File: src/rtl/qtable_update_engine_if.sv
// qtable_update_engine_if: sample handshake, Q-table read/write port and update results
//   master: engine side (drives o_*, receives i_*)
//   slave : environment/table side (drives i_*, receives o_*)
interface qtable_update_engine_if #(
  parameter int STATE_W    = 6,
  parameter int ACTION_W   = 2,
  parameter int DATA_WIDTH = 8
);
  localparam int AW = STATE_W + ACTION_W;
  logic                  i_valid;
  logic                  o_ready;
  logic [STATE_W-1:0]    i_state;
  logic [ACTION_W-1:0]   i_action;
  logic [DATA_WIDTH-1:0] i_reward;
  logic [STATE_W-1:0]    i_next_state;
  logic                  i_terminal;
  logic                  o_rd_en;
  logic [AW-1:0]         o_rd_addr;
  logic [DATA_WIDTH-1:0] i_rd_data;
  logic                  o_wr_en;
  logic [AW-1:0]         o_wr_addr;
  logic [DATA_WIDTH-1:0] o_wr_data;
  logic                  o_done;
  logic [ACTION_W-1:0]   o_best_action;
  logic [DATA_WIDTH-1:0] o_max_q;
  modport master (
    input  i_valid, i_state, i_action, i_reward, i_next_state, i_terminal, i_rd_data,
    output o_ready, o_rd_en, o_rd_addr, o_wr_en, o_wr_addr, o_wr_data, o_done,
           o_best_action, o_max_q
  );
  modport slave (
    output i_valid, i_state, i_action, i_reward, i_next_state, i_terminal, i_rd_data,
    input  o_ready, o_rd_en, o_rd_addr, o_wr_en, o_wr_addr, o_wr_data, o_done,
           o_best_action, o_max_q
  );
endinterface

File: src/rtl/qtable_update_engine.sv
// qtable_update_engine: one Bellman update per accepted sample against a Q-table BRAM port
//   i_clk, i_rst : clock, synchronous active-high reset
//   bus (master) : sample handshake in, table read/write port out, last update's argmax/max Q out
module qtable_update_engine #(
  parameter int STATE_W     = 6,
  parameter int ACTION_W    = 2,
  parameter int DATA_WIDTH  = 8,
  parameter int ALPHA_SHIFT = 1,
  parameter int GAMMA_SHIFT = 3
) (
  input logic                   i_clk,
  input logic                   i_rst,
  qtable_update_engine_if.master bus
);
  localparam int NUM_ACT = 2 ** ACTION_W;
  localparam int AW      = STATE_W + ACTION_W;
  localparam int CW      = ACTION_W + 1;
  localparam int W       = DATA_WIDTH + 2;
  localparam logic [CW-1:0] LAST = CW'(NUM_ACT);
  localparam logic [CW-1:0] PEN  = CW'(NUM_ACT - 1);
  localparam logic signed [W-1:0] QMAX = W'((1 << DATA_WIDTH) - 1);
  typedef enum logic [2:0] {IDLE, READ, DRAIN, CALC, WRITE} state_t;
  state_t                state_q, state_d;
  logic [CW-1:0]         cnt_q, cnt_d, cnt_nx;
  logic [STATE_W-1:0]    s_q, s_d, ns_q, ns_d;
  logic [ACTION_W-1:0]   a_q, a_d;
  logic [DATA_WIDTH-1:0] r_q, r_d;
  logic                  term_q, term_d;
  logic                  rd_vld_q, rd_vld_d;
  logic [CW-1:0]         rd_idx_q, rd_idx_d;
  logic [DATA_WIDTH-1:0] run_max_q, run_max_d;
  logic [ACTION_W-1:0]   run_best_q, run_best_d;
  logic [DATA_WIDTH-1:0] qsa_q, qsa_d;
  logic                  ready_q, ready_d;
  logic                  rd_en_q, rd_en_d;
  logic [AW-1:0]         rd_addr_q, rd_addr_d;
  logic                  wr_en_q, wr_en_d;
  logic [AW-1:0]         wr_addr_q, wr_addr_d;
  logic [DATA_WIDTH-1:0] wr_data_q, wr_data_d;
  logic                  done_q, done_d;
  logic [ACTION_W-1:0]   best_q, best_d;
  logic [DATA_WIDTH-1:0] max_out_q, max_out_d;
  logic signed [W-1:0]   r_s, qsa_s, mq, target, delta, q_new;
  logic [DATA_WIDTH-1:0] q_clamped;
  always_comb begin
    r_s       = $signed(W'(r_q));
    qsa_s     = $signed(W'(qsa_q));
    mq        = term_q ? '0 : $signed(W'(run_max_q));
    target    = r_s + mq - (mq >>> GAMMA_SHIFT);
    delta     = target - qsa_s;
    q_new     = qsa_s + (delta >>> ALPHA_SHIFT);
    q_clamped = q_new[W-1] ? '0 : (q_new > QMAX) ? {DATA_WIDTH{1'b1}} : q_new[DATA_WIDTH-1:0];
  end
  always_comb begin
    state_d    = state_q;
    cnt_nx     = cnt_q + CW'(1);
    cnt_d      = cnt_q;
    s_d        = s_q;
    a_d        = a_q;
    r_d        = r_q;
    ns_d       = ns_q;
    term_d     = term_q;
    rd_vld_d   = rd_en_q;
    rd_idx_d   = cnt_q;
    run_max_d  = run_max_q;
    run_best_d = run_best_q;
    qsa_d      = qsa_q;
    ready_d    = ready_q;
    rd_en_d    = rd_en_q;
    rd_addr_d  = rd_addr_q;
    wr_en_d    = 1'b0;
    wr_addr_d  = wr_addr_q;
    wr_data_d  = wr_data_q;
    done_d     = 1'b0;
    best_d     = best_q;
    max_out_d  = max_out_q;
    case (state_q)
      IDLE: if (bus.i_valid) begin
        state_d    = READ;
        cnt_d      = '0;
        s_d        = bus.i_state;
        a_d        = bus.i_action;
        r_d        = bus.i_reward;
        ns_d       = bus.i_next_state;
        term_d     = bus.i_terminal;
        ready_d    = 1'b0;
        rd_en_d    = 1'b1;
        rd_addr_d  = {bus.i_next_state, {ACTION_W{1'b0}}};
        run_max_d  = '0;
        run_best_d = '0;
      end
      READ: begin
        cnt_d     = cnt_nx;
        state_d   = (cnt_q == LAST) ? DRAIN : READ;
        rd_en_d   = cnt_q != LAST;
        rd_addr_d = (cnt_q < PEN) ? {ns_q, cnt_nx[ACTION_W-1:0]} :
                    (cnt_q == PEN) ? {s_q, a_q} : rd_addr_q;
      end
      DRAIN: state_d = CALC;
      CALC: begin
        state_d   = WRITE;
        wr_en_d   = 1'b1;
        done_d    = 1'b1;
        wr_addr_d = {s_q, a_q};
        wr_data_d = q_clamped;
        best_d    = run_best_q;
        max_out_d = mq[DATA_WIDTH-1:0];
      end
      WRITE: begin
        state_d = IDLE;
        ready_d = 1'b1;
      end
      default: state_d = IDLE;
    endcase
    // Read data trails its address by one cycle; the last slot of each burst is Q(s,a).
    if (rd_vld_q) begin
      if (rd_idx_q == LAST) qsa_d = bus.i_rd_data;
      else if (bus.i_rd_data > run_max_q) begin
        run_max_d  = bus.i_rd_data;
        run_best_d = rd_idx_q[ACTION_W-1:0];
      end
    end
  end
  always_ff @(posedge i_clk) begin
    if (i_rst) begin
      state_q    <= IDLE;
      cnt_q      <= '0;
      s_q        <= '0;
      a_q        <= '0;
      r_q        <= '0;
      ns_q       <= '0;
      term_q     <= 1'b0;
      rd_vld_q   <= 1'b0;
      rd_idx_q   <= '0;
      run_max_q  <= '0;
      run_best_q <= '0;
      qsa_q      <= '0;
      ready_q    <= 1'b1;
      rd_en_q    <= 1'b0;
      rd_addr_q  <= '0;
      wr_en_q    <= 1'b0;
      wr_addr_q  <= '0;
      wr_data_q  <= '0;
      done_q     <= 1'b0;
      best_q     <= '0;
      max_out_q  <= '0;
    end else begin
      state_q    <= state_d;
      cnt_q      <= cnt_d;
      s_q        <= s_d;
      a_q        <= a_d;
      r_q        <= r_d;
      ns_q       <= ns_d;
      term_q     <= term_d;
      rd_vld_q   <= rd_vld_d;
      rd_idx_q   <= rd_idx_d;
      run_max_q  <= run_max_d;
      run_best_q <= run_best_d;
      qsa_q      <= qsa_d;
      ready_q    <= ready_d;
      rd_en_q    <= rd_en_d;
      rd_addr_q  <= rd_addr_d;
      wr_en_q    <= wr_en_d;
      wr_addr_q  <= wr_addr_d;
      wr_data_q  <= wr_data_d;
      done_q     <= done_d;
      best_q     <= best_d;
      max_out_q  <= max_out_d;
    end
  end
  assign bus.o_ready       = ready_q;
  assign bus.o_rd_en       = rd_en_q;
  assign bus.o_rd_addr     = rd_addr_q;
  assign bus.o_wr_en       = wr_en_q;
  assign bus.o_wr_addr     = wr_addr_q;
  assign bus.o_wr_data     = wr_data_q;
  assign bus.o_done        = done_q;
  assign bus.o_best_action = best_q;
  assign bus.o_max_q       = max_out_q;
endmodule

File: src/flat_wrapper.sv
// flat-port wrapper written by rule: the top's interface ports become plain ports
module qtable_update_engine_flat 
#(
  parameter int STATE_W     = 6,
  parameter int ACTION_W    = 2,
  parameter int DATA_WIDTH  = 8,
  parameter int ALPHA_SHIFT = 1,
  parameter int GAMMA_SHIFT = 3
)
  (i_clk, i_rst, bus_i_valid, bus_i_state, bus_i_action, bus_i_reward, bus_i_next_state, bus_i_terminal, bus_i_rd_data, bus_o_ready, bus_o_rd_en, bus_o_rd_addr, bus_o_wr_en, bus_o_wr_addr, bus_o_wr_data, bus_o_done, bus_o_best_action, bus_o_max_q);
  qtable_update_engine_if #(.STATE_W(STATE_W), .ACTION_W(ACTION_W), .DATA_WIDTH(DATA_WIDTH)) bus_i ();
  input logic i_clk;
  input logic i_rst;
  input wire logic [$bits(bus_i.i_valid)-1:0] bus_i_valid;
  input wire logic [$bits(bus_i.i_state)-1:0] bus_i_state;
  input wire logic [$bits(bus_i.i_action)-1:0] bus_i_action;
  input wire logic [$bits(bus_i.i_reward)-1:0] bus_i_reward;
  input wire logic [$bits(bus_i.i_next_state)-1:0] bus_i_next_state;
  input wire logic [$bits(bus_i.i_terminal)-1:0] bus_i_terminal;
  input wire logic [$bits(bus_i.i_rd_data)-1:0] bus_i_rd_data;
  output wire logic [$bits(bus_i.o_ready)-1:0] bus_o_ready;
  output wire logic [$bits(bus_i.o_rd_en)-1:0] bus_o_rd_en;
  output wire logic [$bits(bus_i.o_rd_addr)-1:0] bus_o_rd_addr;
  output wire logic [$bits(bus_i.o_wr_en)-1:0] bus_o_wr_en;
  output wire logic [$bits(bus_i.o_wr_addr)-1:0] bus_o_wr_addr;
  output wire logic [$bits(bus_i.o_wr_data)-1:0] bus_o_wr_data;
  output wire logic [$bits(bus_i.o_done)-1:0] bus_o_done;
  output wire logic [$bits(bus_i.o_best_action)-1:0] bus_o_best_action;
  output wire logic [$bits(bus_i.o_max_q)-1:0] bus_o_max_q;
  assign bus_i.i_valid = bus_i_valid;
  assign bus_i.i_state = bus_i_state;
  assign bus_i.i_action = bus_i_action;
  assign bus_i.i_reward = bus_i_reward;
  assign bus_i.i_next_state = bus_i_next_state;
  assign bus_i.i_terminal = bus_i_terminal;
  assign bus_i.i_rd_data = bus_i_rd_data;
  assign bus_o_ready = bus_i.o_ready;
  assign bus_o_rd_en = bus_i.o_rd_en;
  assign bus_o_rd_addr = bus_i.o_rd_addr;
  assign bus_o_wr_en = bus_i.o_wr_en;
  assign bus_o_wr_addr = bus_i.o_wr_addr;
  assign bus_o_wr_data = bus_i.o_wr_data;
  assign bus_o_done = bus_i.o_done;
  assign bus_o_best_action = bus_i.o_best_action;
  assign bus_o_max_q = bus_i.o_max_q;
  qtable_update_engine #(.STATE_W(STATE_W), .ACTION_W(ACTION_W), .DATA_WIDTH(DATA_WIDTH), .ALPHA_SHIFT(ALPHA_SHIFT), .GAMMA_SHIFT(GAMMA_SHIFT)) u_core (.i_clk(i_clk), .i_rst(i_rst), .bus(bus_i));
endmodule
File: config.mk
export PLATFORM = sky130hd
export DESIGN_NAME = qtable_update_engine_flat
export DESIGN_NICKNAME = d
export VERILOG_FILES = /design/src/rtl/qtable_update_engine_if.sv /design/src/rtl/qtable_update_engine.sv /design/src/flat_wrapper.sv
export SDC_FILE = /design/constraint.sdc
export NUM_CORES = 1
export LEC_CHECK = 0
export BUFFER_PORTS_ARGS = -buffer_cell sky130_fd_sc_hd__buf_2
export CELL_PAD_IN_SITES_DETAIL_PLACEMENT = 0
export CELL_PAD_IN_SITES_GLOBAL_PLACEMENT = 1
export CORE_ASPECT_RATIO = 1.5
export CORE_UTILIZATION = 48
export CTS_BUF_LIST = sky130_fd_sc_hd__clkbuf_8
export DETAILED_ROUTE_END_ITERATION = 7
export HOLD_SLACK_MARGIN = 0.02
export PLACE_DENSITY = 0.92
export SYNTH_ARGS = -nofsm -noshare
export SYNTH_HDL_FRONTEND = slang
export SYNTH_SLANG_ARGS = --single-unit
File: constraint.sdc
create_clock -name i_clk -period 8.46 [get_ports i_clk]
set_clock_uncertainty 0.05 [all_clocks]
set_input_delay 0.423 -clock i_clk [delete_from_list [all_inputs] [get_ports i_clk]]
set_output_delay 0.423 -clock i_clk [all_outputs]
set_load 0.01 [all_outputs]
==> results.yml, run 1 <==
grt:
  grt_max_degree: 99
  grt_pass1_wl_um: 19290
  grt_usage: 0.2309
  grt_pass1_vias: 4091
  antenna_found_initial: 0
  overflow: 0
critical_path:
  rr_endpoint: "u_core.bus.o_wr_data[5]"
  cp.depth: 17
  r2r_start: "u_core.term_q"
  slowest_delay_ns: 0.52
  end_kind: "flop"
  crit_family: "compound AO/OA/AOI/OAI gates"
  cp.buffers_inverters: 1
  cp.required_ns: 8.69
  crit_path_top_delay_cell: "fa_1"
  path_cells: "nand2b_1 > fa_1 > inv_1 > fa_1 > nor2_1 > fa_1 > a21o_1 > a21oi_1 > o21bai_1 > a21oi_1 > xnor2_1 > ha_1 > nor2_1 > a311oi_2 > nand3_1 > o41a_4 > a221oi_2"
  crit_start: "u_core.term_q"
  crit_top_cell: "fa_1"
  crit_type: "flop to flop"
  critPathLaunchType: "flop"
  cp.arrival_ns: 5.05
  crit_end: "u_core.bus.o_wr_data[5]"
  r2r_slack_ns: 3.63
  worstPathMaxFanout: 10
  reg2regPathDepth: 17
floorplanning:
  start_util: 0.4952
  dieArea_mm2: 0.01041
  dieWidth_um: 83.64
  core-area_mm2: 0.009689
  rows: 44
  io_pins: 72
  die_h_um: 124.5
drt:
  viasPerCell: 5.473
  antenna_left: 0
  drcViolationCount: 0
  wl_per_cell_um: 15.47
  dr.first_iter.drc_count: 193
  vias: 4083
  drt-total-wl_um: 11540
  drt_pass1_iterations: 5
logic_synthesis:
  syn-num-nets: 648
  ys_ff_latch: 88
  yosysWarnings: 0
  synth-edff-count: 0
  synth.largest_area_cell: "dfxtp_1"
  synthArstFlopShare: 0
  synth_area_leaders: "dfxtp_1 37%, ha_1 8.3%, nand2_1 7.8%, a21oi_1 7.2%, fa_1 5.8%"
  synth_ff_type: "dfxtp_1"
  synth_xor_area_frac: 0.02373
  synth_top_family_by_area: "simple AND/OR/NAND/NOR gates"
  synth_top_area_share: 0.3671
  yosys.area_share.adder: 0.1419
  synthCells: 568
  seq_area_frac_synth: 0.3671
  synthSimpleGateAreaFrac: 0.1953
  syn_area_mm2: 0.004798
  synth_mux_area_frac: 0.04798
  synth-compound-area-share: 0.1666
  syn_area_per_cell_um2: 8.448
  synth_cell_types: 43
timing:
  hold_viol_final: 0
  fin_tns_setup_ns: 0
  setup_violations: 0
  grt_setup_unrepaired: "no"
  fin_crit_sh: 0.5705
  worst_slew_pin_slew_ns: 0.9774
  slew_headroom: 0.3484
  max_freq_mhz: 207.2
  min_period_ns: 4.827
  final.setup.worst_slack_ns: 3.633
  maxSlewViolCount: 0
placed_design:
  pre_cts_ws_ns: 3.718
  globalplace.congestion: 0.8641
  dp_hpwl_um: 8694
  numPortBuffers: 71
worst_hold_path:
  hold_depth: 3
  hold_class: "input port to flop"
outcome:
  status: "finished, final reports clean"
clock_network:
  cts_max_level: 3
  cts_tree: "built"
  clockRootBuffer: "clkbuf_8"
  cts_setup_buffers: 0
  clock-sinks: 88
  postCtsHoldBufs: 0
  clkTransAtPathRegs_ns: 0.09
  cts_resized: 0
  insertion_delay_ns: 0.36
  clockBufferDepth: 2
  cts_buffers: 9
cells_and_area:
  syn2layout_area_growth_pct: 13.09
  fill_cells: 907
  antenna_cells: 0
  fin_nets: 706
  final_layout_size_suffix_gt1_frac: 0.1743
power:
  powerDensity_mw_per_mm2: 180.6
  p_leak_nw: 2.308
  finalPower_w: 0.0009802
  ir_drop_uv: 109.1
run:
  cap_violations: 0
## routing by layer
layer  part of all wire  GRT usage
met1               0.39     0.2455
met2               0.54     0.4400
met3              0.035    0.03910
met4              0.030    0.09472
met5                  0          0
## metrics by stage
step                std cells  hold WS, ns    util  area, um2
floorplan                 568       0.3819       -       4798
finish                    746       0.2343  0.5600       5426
global placement          730       0.3912  0.5384       5216
global route              746       0.2355  0.5600       5426
CTS                       746       0.2201  0.5600       5426
detailed placement        730       0.3957  0.5384       5216
## cell families (layout without fill, tap and decap cells)
kind of cell | count (synthesis) | in the layout
compound gates | 125 | 125
flops | 88 | 88
simple gates | 203 | 203
fa+ha+maj | 46 | 46
mux | 23 | 23
xor+xnor | 13 | 13
buf+inv | 70 | 133
## synth_stat cells, drive strengths merged (4+ instances only)
cell type,count
clkbuf,26
nor2b,6
a21oi,71
a221oi,7
nand3,9
fa,14
ha,32
xnor2,10
mux2i,23
inv,41
dfxtp,88
nor3,7
o21ai,24
o21a,4
a21o,5
nand2b,22
a31oi,4
nand2,100
or3,10
nor2,40
## cell type report
type / count / area, um2 / share of cell area
clock buffer: 10 / 137.6 / 0.02536
clock inverter: 6 / 72.57 / 0.01337
inverter: 41 / 153.9 / 0.02836
multi-input combinational: 410 / 2764 / 0.5093
sequential: 88 / 1762 / 0.3246
tap: 115 / 143.9 / 0.02652
timing repair buffer: 76 / 392.9 / 0.07240
## report_power, final
group	switching, W	internal [W]	total, W
clock	0.000159	0.000148	0.000308
sequential	0.0000110	0.000429	0.000440
combinational	0.000136	0.0000975	0.000233
total	0.000306	0.000674	0.000980
## cells in the final DEF, fill, tap and decap left out, types with 14 or more instances in the layout
| master | count |
|---|---|
| nand2_1 | 100 |
| dfxtp_1 | 88 |
| buf_2 | 71 |
| a21oi_1 | 69 |
| inv_1 | 41 |
| nor2_1 | 38 |
| ha_1 | 32 |
| mux2i_1 | 23 |
| nand2b_1 | 22 |
| o21ai_1 | 20 |
| fa_1 | 14 |
## state kept, by name (all words and copies together) (netlist names), 6 cells and up
signal                flops
u_core.bus.o_max_q        8
u_core.bus.o_rd_addr      8
u_core.bus.o_wr_addr      8
u_core.bus.o_wr_data      8
u_core.qsa_q              8
u_core.r_q                8
u_core.run_max_q          8
u_core.ns_q               6
u_core.s_q                6
## how the worst min path moves through the flow
stage	startpoint	end	slack (ns)
after floorplan	u_core.run_best_q[0]	u_core.bus.o_best_action[0]	0.38
after global placement	u_core.ns_q[3]	u_core.ns_q[3]	0.39
after detailed placement	u_core.bus.o_max_q[6]	u_core.bus.o_max_q[6]	0.40
after CTS	bus_i_state[1]	u_core.s_q[1]	0.22
after global routing	bus_i_state[0]	u_core.s_q[0]	0.24
final	bus_i_state[3]	u_core.s_q[3]	0.23
## tightest hold or removal path, cell delays in order
cell     delay (ns)
buf_2          0.09
nand2_1        0.04
a21oi_1        0.05
No activity file was read; power rests on OpenSTA's default activity.
==> run 2: changes to the inputs <==
CORE_UTILIZATION = 44   (was 48)
PLACE_DENSITY = 0.86   (was 0.92)
clock period = 4.75 ns   (was 8.46 ns; I/O delays follow)
==> results.yml, run 2 (synthesized netlist as in run 1, its figures left out) <==
drt:
  vias: 4141
  drt-total-wl_um: 12160
  drcViolationCount: 0
  viasPerCell: 5.262
  drt_pass1_iterations: 4
  antenna_left: 0
  wl_per_cell_um: 15.44
  dr.first_iter.drc_count: 121
timing:
  hold_viol_final: 0
  fin_crit_sh: 0.9731
  final.setup.worst_slack_ns: 0.1278
  setup_violations: 0
  min_period_ns: 4.622
  maxSlewViolCount: 0
  worst_slew_pin_slew_ns: 1.161
  fin_tns_setup_ns: 0
  max_freq_mhz: 216.3
  slew_headroom: 0.2257
grt:
  grt_pass1_vias: 4081
  grt_pass1_wl_um: 19550
  grt_max_degree: 66
  grt_usage: 0.2272
  antenna_found_initial: 0
  overflow: 0
power:
  ir_drop_uv: 165.5
  powerDensity_mw_per_mm2: 316.0
  p_leak_nw: 2.374
critical_path:
  crit_family: "adder cells"
  crit_type: "flop to flop"
  path_cells: "nand2b_4 > fa_1 > inv_1 > fa_1 > nor2_2 > fa_2 > a21o_1 > a21oi_2 > o21bai_1 > a21oi_2 > xnor2_1 > ha_1 > nor3_1 > a311oi_2 > nand3_1 > o41a_4 > a221oi_2"
  cp.buffers_inverters: 1
  cp.arrival_ns: 4.85
  end_kind: "flop"
  slowest_delay_ns: 0.55
  cp.required_ns: 4.98
  crit_path_top_delay_cell: "fa_1"
  r2r_slack_ns: 0.13
  worstPathMaxFanout: 8
  critPathLaunchType: "flop"
cells_and_area:
  final_cell_mix: "100 x nand2_1, 86 x dfxtp_1, 71 x buf_2, 66 x a21oi_1, 41 x inv_1"
  stdcell_count: 787
  antenna_cells: 0
  final_layout_size_suffix_gt1_frac: 0.2208
  layout_commonest_cell: "nand2_1"
  syn2layout_area_growth_pct: 18.15
  fin_nets: 718
  fill_cells: 1056
floorplanning:
  die_h_um: 129.9
  io_pins: 72
  start_util: 0.4531
  rows: 46
  core-area_mm2: 0.01059
  dieArea_mm2: 0.01134
  dieWidth_um: 87.27
clock_network:
  clockRootBuffer: "clkbuf_8"
  clock-sinks: 88
  clkTransAtPathRegs_ns: 0.09
  insertion_delay_ns: 0.37
  clockBufferDepth: 2
  cts_max_level: 3
  cts_tree: "built"
  cts_buffers: 9
worst_hold_path:
  hold_class: "input port to flop"
placed_design:
  globalplace.congestion: 0.8734
  dp.cells: 760
  dp_hpwl_um: 9117
  numPortBuffers: 71
  pre_cts_ws_ns: -0.04438
run:
  cap_violations: 0
outcome:
  status: "finished, final reports clean"
==> run 2: changes by cell type in the layout (fill, tap and decap cells not counted), sizes merged <==
cell,delta
clkbuf,+2
clkinv,+1
bufinv,-1
inv,-1
buf,+11
==> run 2: power by group <==
| part | total, W | internal (W) | switching (W) |
|---|---|---|---|
| Clock | 0.000510 | 0.000223 | 0.000288 |
| Combinational | 0.000498 | 0.000231 | 0.000267 |
| Sequential | 0.000783 | 0.000763 | 0.0000196 |
==> run 2: repair_timing <==
item | 4_1_cts | 5_1_grt
endpoints found under the setup margin | 8 | 8
setup buffers | 1 | 10
hold buffers | 0 | 0
resized for setup | 2 | 26
hold endpoints to repair | 0 | 0
pin swaps | 1 | 20
==> run 2: routing by layer <==
layer | part of all wire | wire length (um) | vias to the layer above | track usage
li1 | - | - | 2045 | -
met1 | 0.38 | 4595 | 1963 | 0.2374
met2 | 0.54 | 6526 | 103 | 0.4274
met3 | 0.046 | 561 | 30 | 0.04681
met4 | 0.039 | 472 | 0 | 0.1061
met5 | 0 | 0 | - | 0
==> run 2: layout make-up <==
| cell class | count | area (um2) | share of cell area |
|---|---|---|---|
| clock buffers | 11 | 151.4 | 0.02670 |
| clock inverters | 5 | 38.79 | 0.006842 |
| inverters | 41 | 153.9 | 0.02715 |
| multi-input cells | 410 | 2898 | 0.5111 |
| flip-flops and latches | 88 | 1767 | 0.3116 |
| well taps | 144 | 180.2 | 0.03178 |
| repair buffers | 88 | 480.5 | 0.08475 |
==> run 2: worst register-to-register path, stage by stage (launching register included) <==
cell and delay [ns]:
dfxtp_4 0.37, nand2b_4 0.16, fa_1 0.51, inv_1 0.05
fa_1 0.55, nor2_2 0.07, fa_2 0.38, a21o_1 0.18
a21oi_2 0.17, o21bai_1 0.11, a21oi_2 0.17, xnor2_1 0.09
ha_1 0.34, nor3_1 0.08, a311oi_2 0.32, nand3_1 0.13
o41a_4 0.55, a221oi_2 0.25
==> run 2: final timing paths <==
path	from	end	cells past startpoint
max	u_core.term_q	u_core.bus.o_wr_data[2]	17
min	bus_i_reward[2]	u_core.r_q[2]	3
max reg2reg	u_core.term_q	u_core.bus.o_wr_data[2]	17
min reg2reg	u_core.bus.o_max_q[2]	u_core.bus.o_max_q[2]	2
==> run 2: metrics by stage <==
| step | hold slack, ns | utilization | cell area, um2 | power (W) |
|---|---|---|---|---|
| finish | 0.04368 | 0.5353 | 5669 | 0.001791 |
| floorplan | 0.3235 | - | 4798 | 0.001114 |
| global placement | 0.3912 | 0.4967 | 5260 | 0.001195 |
| detailed placement | 0.3941 | 0.4967 | 5260 | 0.001209 |
| CTS | 0.02696 | 0.5164 | 5469 | 0.001722 |
| global route | 0.03238 | 0.5353 | 5669 | 0.001893 |
==> run 3: changes to the inputs <==
PLACE_DENSITY = 0.88   (was 0.86)
==> results.yml, run 3 (synthesized netlist as in run 1, its figures left out) <==
placed_design:
  numPortBuffers: 71
  globalplace.congestion: 0.9013
  dp_hpwl_um: 8821
grt:
  grt_pass1_wl_um: 19080
  overflow: 0
  grt_max_degree: 99
  antenna_found_initial: 0
  grt_pass1_vias: 4082
  grt_usage: 0.2218
critical_path:
  worstPathMaxFanout: 8
  rr_endpoint: "u_core.bus.o_wr_data[0]"
  reg2regPathDepth: 18
  cp.arrival_ns: 4.85
  r2r_slack_ns: 0.15
  crit_type: "flop to flop"
  crit_end: "u_core.bus.o_wr_data[0]"
  r2r_start: "u_core.term_q"
  crit_start: "u_core.term_q"
  end_kind: "flop"
  cp.required_ns: 5.00
  critPathLaunchType: "flop"
cells_and_area:
  layout_commonest_cell: "nand2_1"
  multi_input_area_mm2: 0.002865
  fill_cells: 1050
  antenna_cells: 0
  final_cell_mix: "100 x nand2_1, 86 x dfxtp_1, 71 x buf_2, 67 x a21oi_1, 41 x inv_1"
  final_layout_size_suffix_gt1_frac: 0.2065
  post-route-util: 0.5391
  regArea_mm2: 0.001767
  syn2layout_area_growth_pct: 18.98
  fin_nets: 719
floorplanning:
  core-area_mm2: 0.01059
  dieWidth_um: 87.27
  rows: 46
  start_util: 0.4531
  io_pins: 72
  die_h_um: 129.9
  dieArea_mm2: 0.01134
power:
  p_leak_nw: 2.411
  powerDensity_mw_per_mm2: 324.4
  ir_drop_uv: 209.8
  finalPower_w: 0.001852
clock_network:
  clock-sinks: 88
  cts_tree: "built"
  clockRootBuffer: "clkbuf_8"
  clkTransAtPathRegs_ns: 0.09
  cts_buffers: 9
  insertion_delay_ns: 0.39
  cts_max_level: 3
  clockBufferDepth: 2
drt:
  drt-total-wl_um: 12060
  antenna_left: 0
  viasPerCell: 5.244
  drcViolationCount: 0
  vias: 4132
  dr.first_iter.drc_count: 166
  wl_per_cell_um: 15.30
  drt_pass1_iterations: 4
timing:
  worst_slew_pin_slew_ns: 0.9917
  grt_setup_unrepaired: "yes"
  slew_headroom: 0.3389
  min_period_ns: 4.598
  hold_viol_final: 0
  max_freq_mhz: 217.5
  maxSlewViolCount: 0
  fin_crit_sh: 0.9681
  setup_violations: 0
worst_hold_path:
  hold_class: "input port to flop"
outcome:
  status: "finished, final reports clean"
run:
  cap_violations: 0
==> run 3: how the worst min path moves through the flow <==
stage,start,endpoint,slack (ns),cells past startpoint
after floorplan,bus_i_terminal,u_core.term_q,0.32,2
after global placement,u_core.ns_q[3],u_core.ns_q[3],0.39,2
after detailed placement,u_core.bus.o_max_q[7],u_core.bus.o_max_q[7],0.39,2
after CTS,bus_i_reward[1],u_core.r_q[1],0.02,3
after global routing,bus_i_reward[7],u_core.r_q[7],0.02,3
final,bus_i_reward[1],u_core.r_q[1],0.03,3
==> run 3: repair_timing <==
action,in CTS,in global routing
endpoints found under the hold margin,4,0
setup buffers,0,8
hold buffers,4,0
resized for setup,1,24
endpoints found under the setup margin,1,8
pin swaps,0,15
==> run 3: metal layers <==
layer	vias to the layer above	wire length [um]	track usage
met2	84	6426	0.4168
met1	1974	4686	0.2233
met4	0	497	0.1128
li1	2045	-	-
met5	-	0	0
met3	29	448	0.05313
==> run 3: where the power goes <==
group | switching, W | internal [W]
Combinational | 0.000262 | 0.000206
Clock | 0.000299 | 0.000303
Sequential | 0.0000196 | 0.000763
Total | 0.000580 | 0.00127
==> run 3: stage by stage <==
| stage | instance area, um2 | setup TNS, ns | hold WS, ns | setup slack (ns) | std cells |
|---|---|---|---|---|---|
| 2_1_floorplan | 4798 | 0 | 0.3235 | 0.3673 | 568 |
| 3_3_place_gp | 5260 | 0 | 0.3924 | 0.1877 | 760 |
| 3_5_place_dp | 5260 | -0.004435 | 0.3949 | -0.004435 | 760 |
| 4_1_cts | 5534 | 0 | 0.02193 | 0.02135 | 780 |
| 5_1_grt | 5709 | -0.6929 | 0.02164 | -0.1091 | 788 |
| 6_report | 5709 | 0 | 0.03360 | 0.1517 | 788 |
==> run 3: layout make-up <==
cell class / count / share of cell area
repair buffers: 89 / 0.09051
clock buffers: 9 / 0.02170
flip-flops and latches: 88 / 0.3094
multi-input cells: 410 / 0.5019
clock inverters: 7 / 0.01797
well taps: 144 / 0.03156
inverters: 41 / 0.02696
==> run 3: worst max-delay path, cell delays in order, from the launching register on <==
cell	delay, ns
dfxtp_4	0.38
buf_6	0.12
nor2b_4	0.04
fa_1	0.53
inv_1	0.05
fa_1	0.51
nor2_2	0.05
fa_2	0.34
a21o_1	0.19
a21oi_2	0.17
o21bai_1	0.09
a21oi_2	0.16
xnor2_1	0.09
ha_1	0.36
nor3_2	0.07
a311oi_2	0.34
nand3_1	0.14
o41a_4	0.56
a221oi_2	0.24
